==> src/rtl/uart_pkg.sv <==
// Shared defaults and FSM state encoding for the UART core.
package uart_pkg;

  localparam int DBITS_DEF    = 8;
  localparam int SB_TICK_DEF  = 16;
  localparam int BR_BITS_DEF  = 6;
  localparam int BR_LIMIT_DEF = 53;

  typedef enum logic [1:0] {
    ST_IDLE  = 2'd0,
    ST_START = 2'd1,
    ST_DATA  = 2'd2,
    ST_STOP  = 2'd3
  } uart_state_e;

endpackage

==> src/rtl/uart_baud_tick.sv <==
// 16x oversampling tick generator: one-clock pulse every BR_LIMIT clocks.
module uart_baud_tick
  import uart_pkg::*;
#(
  parameter int BR_BITS  = BR_BITS_DEF,
  parameter int BR_LIMIT = BR_LIMIT_DEF
) (
  input  logic clk,
  input  logic reset,
  output logic tick
);

  localparam logic [BR_BITS-1:0] CNT_LAST = BR_BITS'(BR_LIMIT - 1);

  logic [BR_BITS-1:0] cnt_r;
  logic [BR_BITS-1:0] cnt_next_s;
  logic               tick_r;

  // Wrapping count
  always_comb begin
    cnt_next_s = cnt_r;
    if (cnt_r == CNT_LAST) begin
      cnt_next_s = '0;
    end else begin
      cnt_next_s = cnt_r + BR_BITS'(1);
    end
  end

  // Tick is registered so it is high exactly while the count sits at its last value
  always_ff @(posedge clk or negedge reset) begin
    if (!reset) begin
      cnt_r  <= '0;
      tick_r <= 1'b0;
    end else begin
      cnt_r  <= cnt_next_s;
      tick_r <= (cnt_next_s == CNT_LAST);
    end
  end

  assign tick = tick_r;

endmodule

==> src/rtl/uart_core.sv <==
// UART receiver and transmitter sharing one baud tick, no parity.
// Optional rx_frame_err output enabled by defining UART_FRAME_ERR_EN.
module uart_core
  import uart_pkg::*;
#(
  parameter int DBITS    = DBITS_DEF,
  parameter int SB_TICK  = SB_TICK_DEF,
  parameter int BR_BITS  = BR_BITS_DEF,
  parameter int BR_LIMIT = BR_LIMIT_DEF
) (
  input  logic             clk,
  input  logic             reset,
  input  logic             rx,
  output logic [DBITS-1:0] rx_data_out,
  output logic             rx_done,
  input  logic             tx_start,
  input  logic [DBITS-1:0] tx_data_in,
  output logic             tx_done,
`ifdef UART_FRAME_ERR_EN
  output logic             rx_frame_err,
`endif
  output logic             tx
);

  localparam int SCW = (SB_TICK > 16) ? $clog2(SB_TICK) : 4;
  localparam int NCW = (DBITS > 1) ? $clog2(DBITS) : 1;
  localparam logic [SCW-1:0] S_MID  = SCW'(7);
  localparam logic [SCW-1:0] S_LAST = SCW'(15);
  localparam logic [SCW-1:0] S_STOP = SCW'(SB_TICK - 1);
  localparam logic [NCW-1:0] N_LAST = NCW'(DBITS - 1);

  logic tick_s;
  logic rx_meta_r, rx_sync_r;

  uart_state_e      rx_state_r, rx_state_next_s;
  logic [SCW-1:0]   rx_s_r, rx_s_next_s;
  logic [NCW-1:0]   rx_n_r, rx_n_next_s;
  logic [DBITS-1:0] rx_b_r, rx_b_next_s;
  logic [DBITS-1:0] rx_data_r;
  logic             rx_done_s, rx_done_r;

  uart_state_e      tx_state_r, tx_state_next_s;
  logic [SCW-1:0]   tx_s_r, tx_s_next_s;
  logic [NCW-1:0]   tx_n_r, tx_n_next_s;
  logic [DBITS-1:0] tx_b_r, tx_b_next_s;
  logic             tx_req_r, tx_req_next_s;
  logic             tx_done_s, tx_done_r;
  logic             tx_bit_s, tx_r;

  uart_baud_tick #(
    .BR_BITS (BR_BITS),
    .BR_LIMIT(BR_LIMIT)
  ) u_baud_tick (
    .clk  (clk),
    .reset(reset),
    .tick (tick_s)
  );

  // Two-flop synchronizer; idles high so reset does not look like a start bit
  always_ff @(posedge clk or negedge reset) begin
    if (!reset) begin
      rx_meta_r <= 1'b1;
      rx_sync_r <= 1'b1;
    end else begin
      rx_meta_r <= rx;
      rx_sync_r <= rx_meta_r;
    end
  end

  // Receiver state registers and output holding registers
  always_ff @(posedge clk or negedge reset) begin
    if (!reset) begin
      rx_state_r <= ST_IDLE;
      rx_s_r     <= '0;
      rx_n_r     <= '0;
      rx_b_r     <= '0;
      rx_done_r  <= 1'b0;
      rx_data_r  <= '0;
    end else begin
      rx_state_r <= rx_state_next_s;
      rx_s_r     <= rx_s_next_s;
      rx_n_r     <= rx_n_next_s;
      rx_b_r     <= rx_b_next_s;
      rx_done_r  <= rx_done_s;
      rx_data_r  <= rx_done_s ? rx_b_r : rx_data_r;
    end
  end

  // Receiver next state: mid-bit sampling, START re-checks the line to reject glitches
  always_comb begin
    rx_state_next_s = rx_state_r;
    rx_s_next_s     = rx_s_r;
    rx_n_next_s     = rx_n_r;
    rx_b_next_s     = rx_b_r;
    rx_done_s       = 1'b0;
    case (rx_state_r)
      ST_IDLE: begin
        if (!rx_sync_r) begin
          rx_state_next_s = ST_START;
          rx_s_next_s     = '0;
        end else begin
          rx_state_next_s = ST_IDLE;
        end
      end
      ST_START: begin
        if (tick_s && (rx_s_r == S_MID)) begin
          if (!rx_sync_r) begin
            rx_state_next_s = ST_DATA;
            rx_s_next_s     = '0;
            rx_n_next_s     = '0;
          end else begin
            rx_state_next_s = ST_IDLE;
          end
        end else if (tick_s) begin
          rx_s_next_s = rx_s_r + SCW'(1);
        end else begin
          rx_s_next_s = rx_s_r;
        end
      end
      ST_DATA: begin
        if (tick_s && (rx_s_r == S_LAST)) begin
          rx_s_next_s = '0;
          rx_b_next_s = {rx_sync_r, rx_b_r[DBITS-1:1]};
          if (rx_n_r == N_LAST) begin
            rx_state_next_s = ST_STOP;
          end else begin
            rx_n_next_s = rx_n_r + NCW'(1);
          end
        end else if (tick_s) begin
          rx_s_next_s = rx_s_r + SCW'(1);
        end else begin
          rx_s_next_s = rx_s_r;
        end
      end
      ST_STOP: begin
        if (tick_s && (rx_s_r == S_STOP)) begin
          rx_state_next_s = ST_IDLE;
          rx_done_s       = 1'b1;
        end else if (tick_s) begin
          rx_s_next_s = rx_s_r + SCW'(1);
        end else begin
          rx_s_next_s = rx_s_r;
        end
      end
      default: rx_state_next_s = ST_IDLE;
    endcase
  end

`ifdef UART_FRAME_ERR_EN
  logic rx_frame_err_r;

  // Stop-bit level at the final stop sample, captured with each completed frame
  always_ff @(posedge clk or negedge reset) begin
    if (!reset) begin
      rx_frame_err_r <= 1'b0;
    end else if (rx_done_s) begin
      rx_frame_err_r <= ~rx_sync_r;
    end else begin
      rx_frame_err_r <= rx_frame_err_r;
    end
  end

  assign rx_frame_err = rx_frame_err_r;
`endif

  // Transmitter state registers; tx itself is a flop for a glitch-free line
  always_ff @(posedge clk or negedge reset) begin
    if (!reset) begin
      tx_state_r <= ST_IDLE;
      tx_s_r     <= '0;
      tx_n_r     <= '0;
      tx_b_r     <= '0;
      tx_req_r   <= 1'b0;
      tx_done_r  <= 1'b0;
      tx_r       <= 1'b1;
    end else begin
      tx_state_r <= tx_state_next_s;
      tx_s_r     <= tx_s_next_s;
      tx_n_r     <= tx_n_next_s;
      tx_b_r     <= tx_b_next_s;
      tx_req_r   <= tx_req_next_s;
      tx_done_r  <= tx_done_s;
      tx_r       <= tx_bit_s;
    end
  end

  // Transmitter next state; a request seen between ticks is held until the next tick
  always_comb begin
    tx_state_next_s = tx_state_r;
    tx_s_next_s     = tx_s_r;
    tx_n_next_s     = tx_n_r;
    tx_b_next_s     = tx_b_r;
    tx_req_next_s   = tx_req_r;
    tx_done_s       = 1'b0;
    tx_bit_s        = 1'b1;
    case (tx_state_r)
      ST_IDLE: begin
        if (tick_s && (tx_start || tx_req_r)) begin
          tx_state_next_s = ST_START;
          tx_s_next_s     = '0;
          tx_req_next_s   = 1'b0;
        end else if (tx_start) begin
          tx_req_next_s = 1'b1;
        end else begin
          tx_req_next_s = tx_req_r;
        end
      end
      ST_START: begin
        if (tick_s && (tx_s_r == S_LAST)) begin
          tx_state_next_s = ST_DATA;
          tx_s_next_s     = '0;
          tx_n_next_s     = '0;
          tx_b_next_s     = tx_data_in;
        end else if (tick_s) begin
          tx_s_next_s = tx_s_r + SCW'(1);
        end else begin
          tx_s_next_s = tx_s_r;
        end
      end
      ST_DATA: begin
        if (tick_s && (tx_s_r == S_LAST)) begin
          tx_s_next_s = '0;
          tx_b_next_s = {1'b0, tx_b_r[DBITS-1:1]};
          if (tx_n_r == N_LAST) begin
            tx_state_next_s = ST_STOP;
          end else begin
            tx_n_next_s = tx_n_r + NCW'(1);
          end
        end else if (tick_s) begin
          tx_s_next_s = tx_s_r + SCW'(1);
        end else begin
          tx_s_next_s = tx_s_r;
        end
      end
      ST_STOP: begin
        // A held request restarts on this same tick so frames stay contiguous
        if (tick_s && (tx_s_r == S_STOP)) begin
          tx_done_s       = 1'b1;
          tx_s_next_s     = '0;
          tx_state_next_s = tx_start ? ST_START : ST_IDLE;
        end else if (tick_s) begin
          tx_s_next_s = tx_s_r + SCW'(1);
        end else begin
          tx_s_next_s = tx_s_r;
        end
      end
      default: tx_state_next_s = ST_IDLE;
    endcase
    case (tx_state_next_s)
      ST_START: tx_bit_s = 1'b0;
      ST_DATA:  tx_bit_s = tx_b_next_s[0];
      default:  tx_bit_s = 1'b1;
    endcase
  end

  assign rx_data_out = rx_data_r;
  assign rx_done     = rx_done_r;
  assign tx_done     = tx_done_r;
  assign tx          = tx_r;

endmodule

==> config.mk <==
export PLATFORM = sky130hd
export DESIGN_NAME = uart_core
export DESIGN_NICKNAME = d
export VERILOG_FILES = /design/src/rtl/uart_pkg.sv /design/src/rtl/uart_baud_tick.sv /design/src/rtl/uart_core.sv
export SDC_FILE = /design/constraint.sdc
export NUM_CORES = 1
export LEC_CHECK = 0
export CELL_PAD_IN_SITES_DETAIL_PLACEMENT = 0
export CELL_PAD_IN_SITES_GLOBAL_PLACEMENT = 2
export CORE_MARGIN = 5
export CORE_UTILIZATION = 40
export DETAILED_ROUTE_END_ITERATION = 8
export PLACE_DENSITY = 0.88
export REMOVE_ABC_BUFFERS = 1
export SLEW_MARGIN = 30
export SYNTH_ARGS = -nofsm -noshare
export SYNTH_HDL_FRONTEND = slang
export SYNTH_SLANG_ARGS = --single-unit
==> constraint.sdc <==
create_clock -name clk -period 2.9 [get_ports clk]
set_input_delay 0.58 -clock clk [delete_from_list [all_inputs] [get_ports clk]]
set_output_delay 0.58 -clock clk [all_outputs]
set_load 0.02 [all_outputs]
# == Word-level counts from Yosys, hierarchy flattened ==
# Cells that the tools add are included.
# word_totals
word_cells,112
inputBits,12
regBits,55
# op_classes
muxes,44
n_reduce_logical,18
eq_ne,27
addsub,5
# op_table
operator,n
$mux W4,8
$ne A2 B2 Y1 const B,11
$mux W3,7
$mux W2,10
$mux W8,2
$pmux W2 S4,2
$pmux W4 S4,1
$pmux W8 S2,1
$eq A6 B6 Y1 const B,2
$pmux W3 S2,2
$eq A2 B2 Y1 const B,5
$add A4 B1 Y4 const B,2
$eq A4 B4 Y1 const B,2
$mux W1,8
$pmux W4 S2,1
$reduce_and A4 Y1,2
$add A3 B1 Y3 const B,2
$add A6 B1 Y6 const B,1
$eq A2 B1 Y1 const B,3
$eq A3 B3 Y1 const B,2
$mux W6,1
$reduce_and A2 Y1,3
$reduce_bool A2 Y1,3
$reduce_and A5 Y1,1
8 further kinds,12

# == Logic depth before layout (Yosys ltp) ==
# depth
word_depth,6
ltp_mapped,8
mapped_depth_nobuf,7

# == Cells and area by module ==
# Synthesis repeated with hierarchy kept, for this count alone.
# hier_totals
cells_unflattened,252
hier_area_um2,2712.6
# modules_own_cells
mod,area_per_inst_um2,n_inst,cells_per_inst,seq_area_each_um2
uart_core,2298.5,1,210,1204.9
uart_baud_tick,414.1,1,42,175.2

# == Worst setup path after synthesis ==
# OpenSTA, ideal clock, no wires.
# synth_timing
path_kind,register to register
startpoint,register rx_s_r[0]
endpoint,register rx_s_r[1]
setup_slack_ns,1.252
n_path_buf,1
required_ns,2.778
path_stages_with_launch,8
arrival_ns,1.527
setup_ns,0.122
path_cell_list,dfrtp_1 ha_1 and3_1 clkbuf_2 nand4_4 a21boi_2 nand2_1 a32o_1
# synth_via
elab_chain_len,4
word_cells_on_any_way,11
cone_classes,add/sub (1); eq/ne (3); mux (5); reduce/logical (2)
# synth_lines
item,line_no,rtl
"start, declared",uart_core.sv:36,"logic [SCW-1:0] rx_s_r, rx_s_next_s;"
"start signal, assigned",uart_core.sv:81,rx_s_r <= rx_s_next_s;
"$add A4 B1 Y4, or another cell as far along","uart_core.sv:115, uart_core.sv:130, uart_core.sv:140",
"$mux W4, or another cell as far along","uart_core.sv:114, uart_core.sv:129, uart_core.sv:139",
$mux W4 (on tied branches),"uart_core.sv:136, uart_core.sv:106, uart_core.sv:121",
$pmux W4 S4,uart_core.sv:96,case (rx_state_r)
# Several ways; a longest one is shown, not always the timed one. The select of a mux whose other input is x is not followed.
# A chain may end at the register's enable or synchronous reset.

# == Worst setup path in the final report ==
# layout_timing
startpoint,register tx_state_r[0]
endpoint,register tx_n_r[1]
# layout_via
elab_chain_len,3
word_cells_on_any_way,8
cone_classes,eq/ne (5); mux (1); reduce/logical (2)
# layout_lines
item,line_no,rtl
"start, declared",uart_core.sv:42,"uart_state_e tx_state_r, tx_state_next_s;"
"start signal, assigned",uart_core.sv:177,tx_state_r <= tx_state_next_s;
$eq A2 B2 Y1 / $eq A2 B1 Y1 (equally long branches),uart_core.sv:196,case (tx_state_r)
$ne A2 B2 Y1 (no source line) / $reduce_bool A2 Y1 (equally long branches),n/a,
$reduce_and A4 Y1 (no source line),n/a,
"end signal, assigned",uart_core.sv:179,tx_n_r <= tx_n_next_s;
"end, declared",uart_core.sv:44,"logic [NCW-1:0] tx_n_r, tx_n_next_s;"
# Several ways; a longest one is shown, not always the timed one.

==> flow_summary.json <==
{
  "maxCapViolCount": 0,
  "layout-drive-gt1-share": 0.1010,
  "yosysSeqAreaShare": 0.5149,
  "io_pins": 23,
  "netlist_area_um2": 2680,
  "netlist_instances": 265,
  "cts_hold_buf": 0,
  "startpoint_type": "register",
  "final_nets": 311,
  "ys.flop_type": "dfrtp_1",
  "grt_pass1_wl_mm": 9.349,
  "clkTransAtPathRegs_ns": 0.10,
  "track_usage": 0.1355,
  "rsz0062_at_grt": "false",
  "cts.path.max_buffers": 2,
  "antenna_found_initial": 0,
  "worstSetupPathType": "register to register",
  "grt_max_degree": 43,
  "cts_buffers": 5,
  "h-tree-depth": 2,
  "avgViaCountPerCell": 5.352,
  "root_buffer": "clkbuf_8",
  "drt_first_iter_violations": 68,
  "async_flop_share": 1.000,
  "crit_path_end_kind": "register",
  "ys_types": 45,
  "stdcell_count": 364,
  "die_h_um": 91.86,
  "cts-resized-gates": 0,
  "hold_path.class": "primary input to async pin",
  "finalMaxSlewViolations": 0,
  "max_freq_mhz": 472.2,
  "slowest_delay_ns": 0.57,
  "arrival_ns": 2.32,
  "syn_avg_cell_area_um2": 10.11,
  "synth_edf_count": 0,
  "period_minus_slack_ns": 2.118,
  "diodes": 0,
  "final_hold_viol_count": 0,
  "grt.overflow.total": 0,
  "dieWidth_um": 91.86,
  "register_area_um2": 1380,
  "core_area_um2": 6422,
  "crit_path_cell_trace": "inv_1 > ha_1 > o21ai_0 > nor2_1 > a22o_1 > a22o_1",
  "placed_area_um2": 2962,
  "finalCritPeriodShare": 0.7303,
  "fin_area_um2": 3100,
  "finalClockSkew_ns": 0.008415,
  "start_util": 0.4173,
  "required_ns": 3.11,
  "cpMostUsedCell": "a22o_1",
  "multi_input_comb_area_um2": 1206,
  "setup_ws_ns": 0.7821,
  "cp_max_fo": 16,
  "post-route-drc-count": 0,
  "firstDrtPassIters": 4,
  "ys_warn_count": 0,
  "hold_slack_ns": 0.2310,
  "grt_pass1_vias": 1944,
  "syn_to_final_growth_pct": 15.69,
  "peakVddDrop_mv": 0.3505,
  "cts_setup_buffers": 0,
  "relSlewSlack": 0.6016,
  "hpwl_mm": 3.600,
  "rows": 29,
  "cts.sinks": 55,
  "worst_slew_pin_slew_ns": 0.5913,
  "portBuffers": 22,
  "power.density_nw_per_um2": 452.2,
  "cts_tree": "built",
  "finalSetupViolCount": 0,
  "place_inst": 356,
  "place.gp.congestion": 0.7703,
  "nFillCells": 588,
  "status": "completed",
  "synth_seq_cells": 55,
  "cpMaxStageDelayCell": "o21ai_0",
  "dp_slack_ns": 0.7827,
  "path_delay_family": "compound AO/OA/AOI/OAI gates",
  "p_leak_nw": 1.432,
  "path_buf_inv": 1,
  "ant_nets": 0,
  "wirelength_mm": 5.193,
  "die_area_um2": 8437,
  "vias": 1948,
  "insertion_delay_ns": 0.31,
  "wl_per_cell_um": 14.27,
  "setup_tns_ns": 0
}
area by class of cell:
type / count / share of cell area
Clock inverter: 3 / 0.02179
Clock buffer: 5 / 0.02220
Inverter: 11 / 0.01332
Multi-Input combinational cell: 188 / 0.3890
Timing Repair Buffer: 25 / 0.07748
Sequential cell: 55 / 0.4451
Tap cell: 77 / 0.03107
where the power goes:
group	internal, mW	switching (mW)
Clock	0.344	0.253
Sequential	0.769	0.00104
Combinational	0.0156	0.0193
Total	1.13	0.273
worst register-to-register path, cell delays in order, from the launching register on:
cell	delay, ns
dfrtp_1	0.38
inv_1	0.11
ha_1	0.42
o21ai_0	0.58
nor2_1	0.15
a22o_1	0.21
a22o_1	0.18
cell families after synthesis:
family,Yosys count,share of synthesized area
simple gates,88,0.1578
compound gates,77,0.1905
flops,55,0.5149
buf+inv,22,0.03501
fa+ha+maj,13,0.06069
mux,9,0.03782
xor+xnor,1,0.003269
synth_stat cells (4+ instances only):
cell type,count,share of area
o21ai_0,23,0.043
nor2_1,11,0.015
a21oi_1,15,0.028
mux2_2,9,0.038
ha_1,13,0.061
buf_2,5,0.0093
clkbuf_1,4,0.0056
nand2b_1,5,0.012
nand2_1,47,0.066
nand4_1,4,0.0093
dfrtp_1,52,0.49
a22o_1,6,0.020
a22oi_1,9,0.025
nand3_1,4,0.0075
a31oi_1,5,0.012
inv_1,10,0.014
state kept, by name, indices dropped and copies added, names as in the netlist, named ones only:
register,count
rx_n_r,3
rx_meta_r,1
rx_done,1
tx_s_r,4
rx_b_r,8
u_baud_tick.cnt_r,6
tx,1
rx_data_out,8
tx_n_r,3
tx_b_r,8
rx_state_r,1
u_baud_tick.tick,1
tx_done,1
rx_s_r,4
tx_req_r,1
rx_sync_r,1
tx_state_r,2
layout by cell type (no fill, tap or decap), drive strengths merged, types with 6 or more instances in the layout:
cell type      count
a22oi              9
a21oi             15
a22o               6
mux2               9
dfrtp             52
o21ai             24
nand2             47
inv               10
clkdlybuf4s50     21
ha                13
nor2              13
through the flow:
step | total power [mW] | util
detailed placement | 0.8212 | 0.4611
CTS | 1.428 | 0.4824
global placement | 0.8211 | 0.4611
floorplan | 0.7875 | -
global route | 1.465 | 0.4828
finish | 1.402 | 0.4828
metal layers:
| layer | track usage | vias up | routed length (um) |
|---|---|---|---|
| li1 | - | 989 | - |
| met1 | 0.1799 | 935 | 2566 |
| met2 | 0.2214 | 18 | 2444 |
| met3 | 0.03110 | 6 | 127 |
| met4 | 0.04084 | 0 | 55 |
| met5 | 0 | - | 0 |
path summary, 6_finish.rpt:
kind                                from              endpoint  slack, ns  cells past startpoint
max in group asynchronous          reset  u_baud_tick.cnt_r[2]       2.13                      2
min in group clk               rx_meta_r             rx_sync_r       0.36                      0
min reg2reg                    rx_meta_r             rx_sync_r       0.36                      0
max reg2reg                tx_state_r[0]             tx_n_r[1]       0.78                      6
min                                reset             tx_b_r[1]       0.23                      1
max                        tx_state_r[0]             tx_n_r[1]       0.78                      6
(Power assumes the default switching activity.)
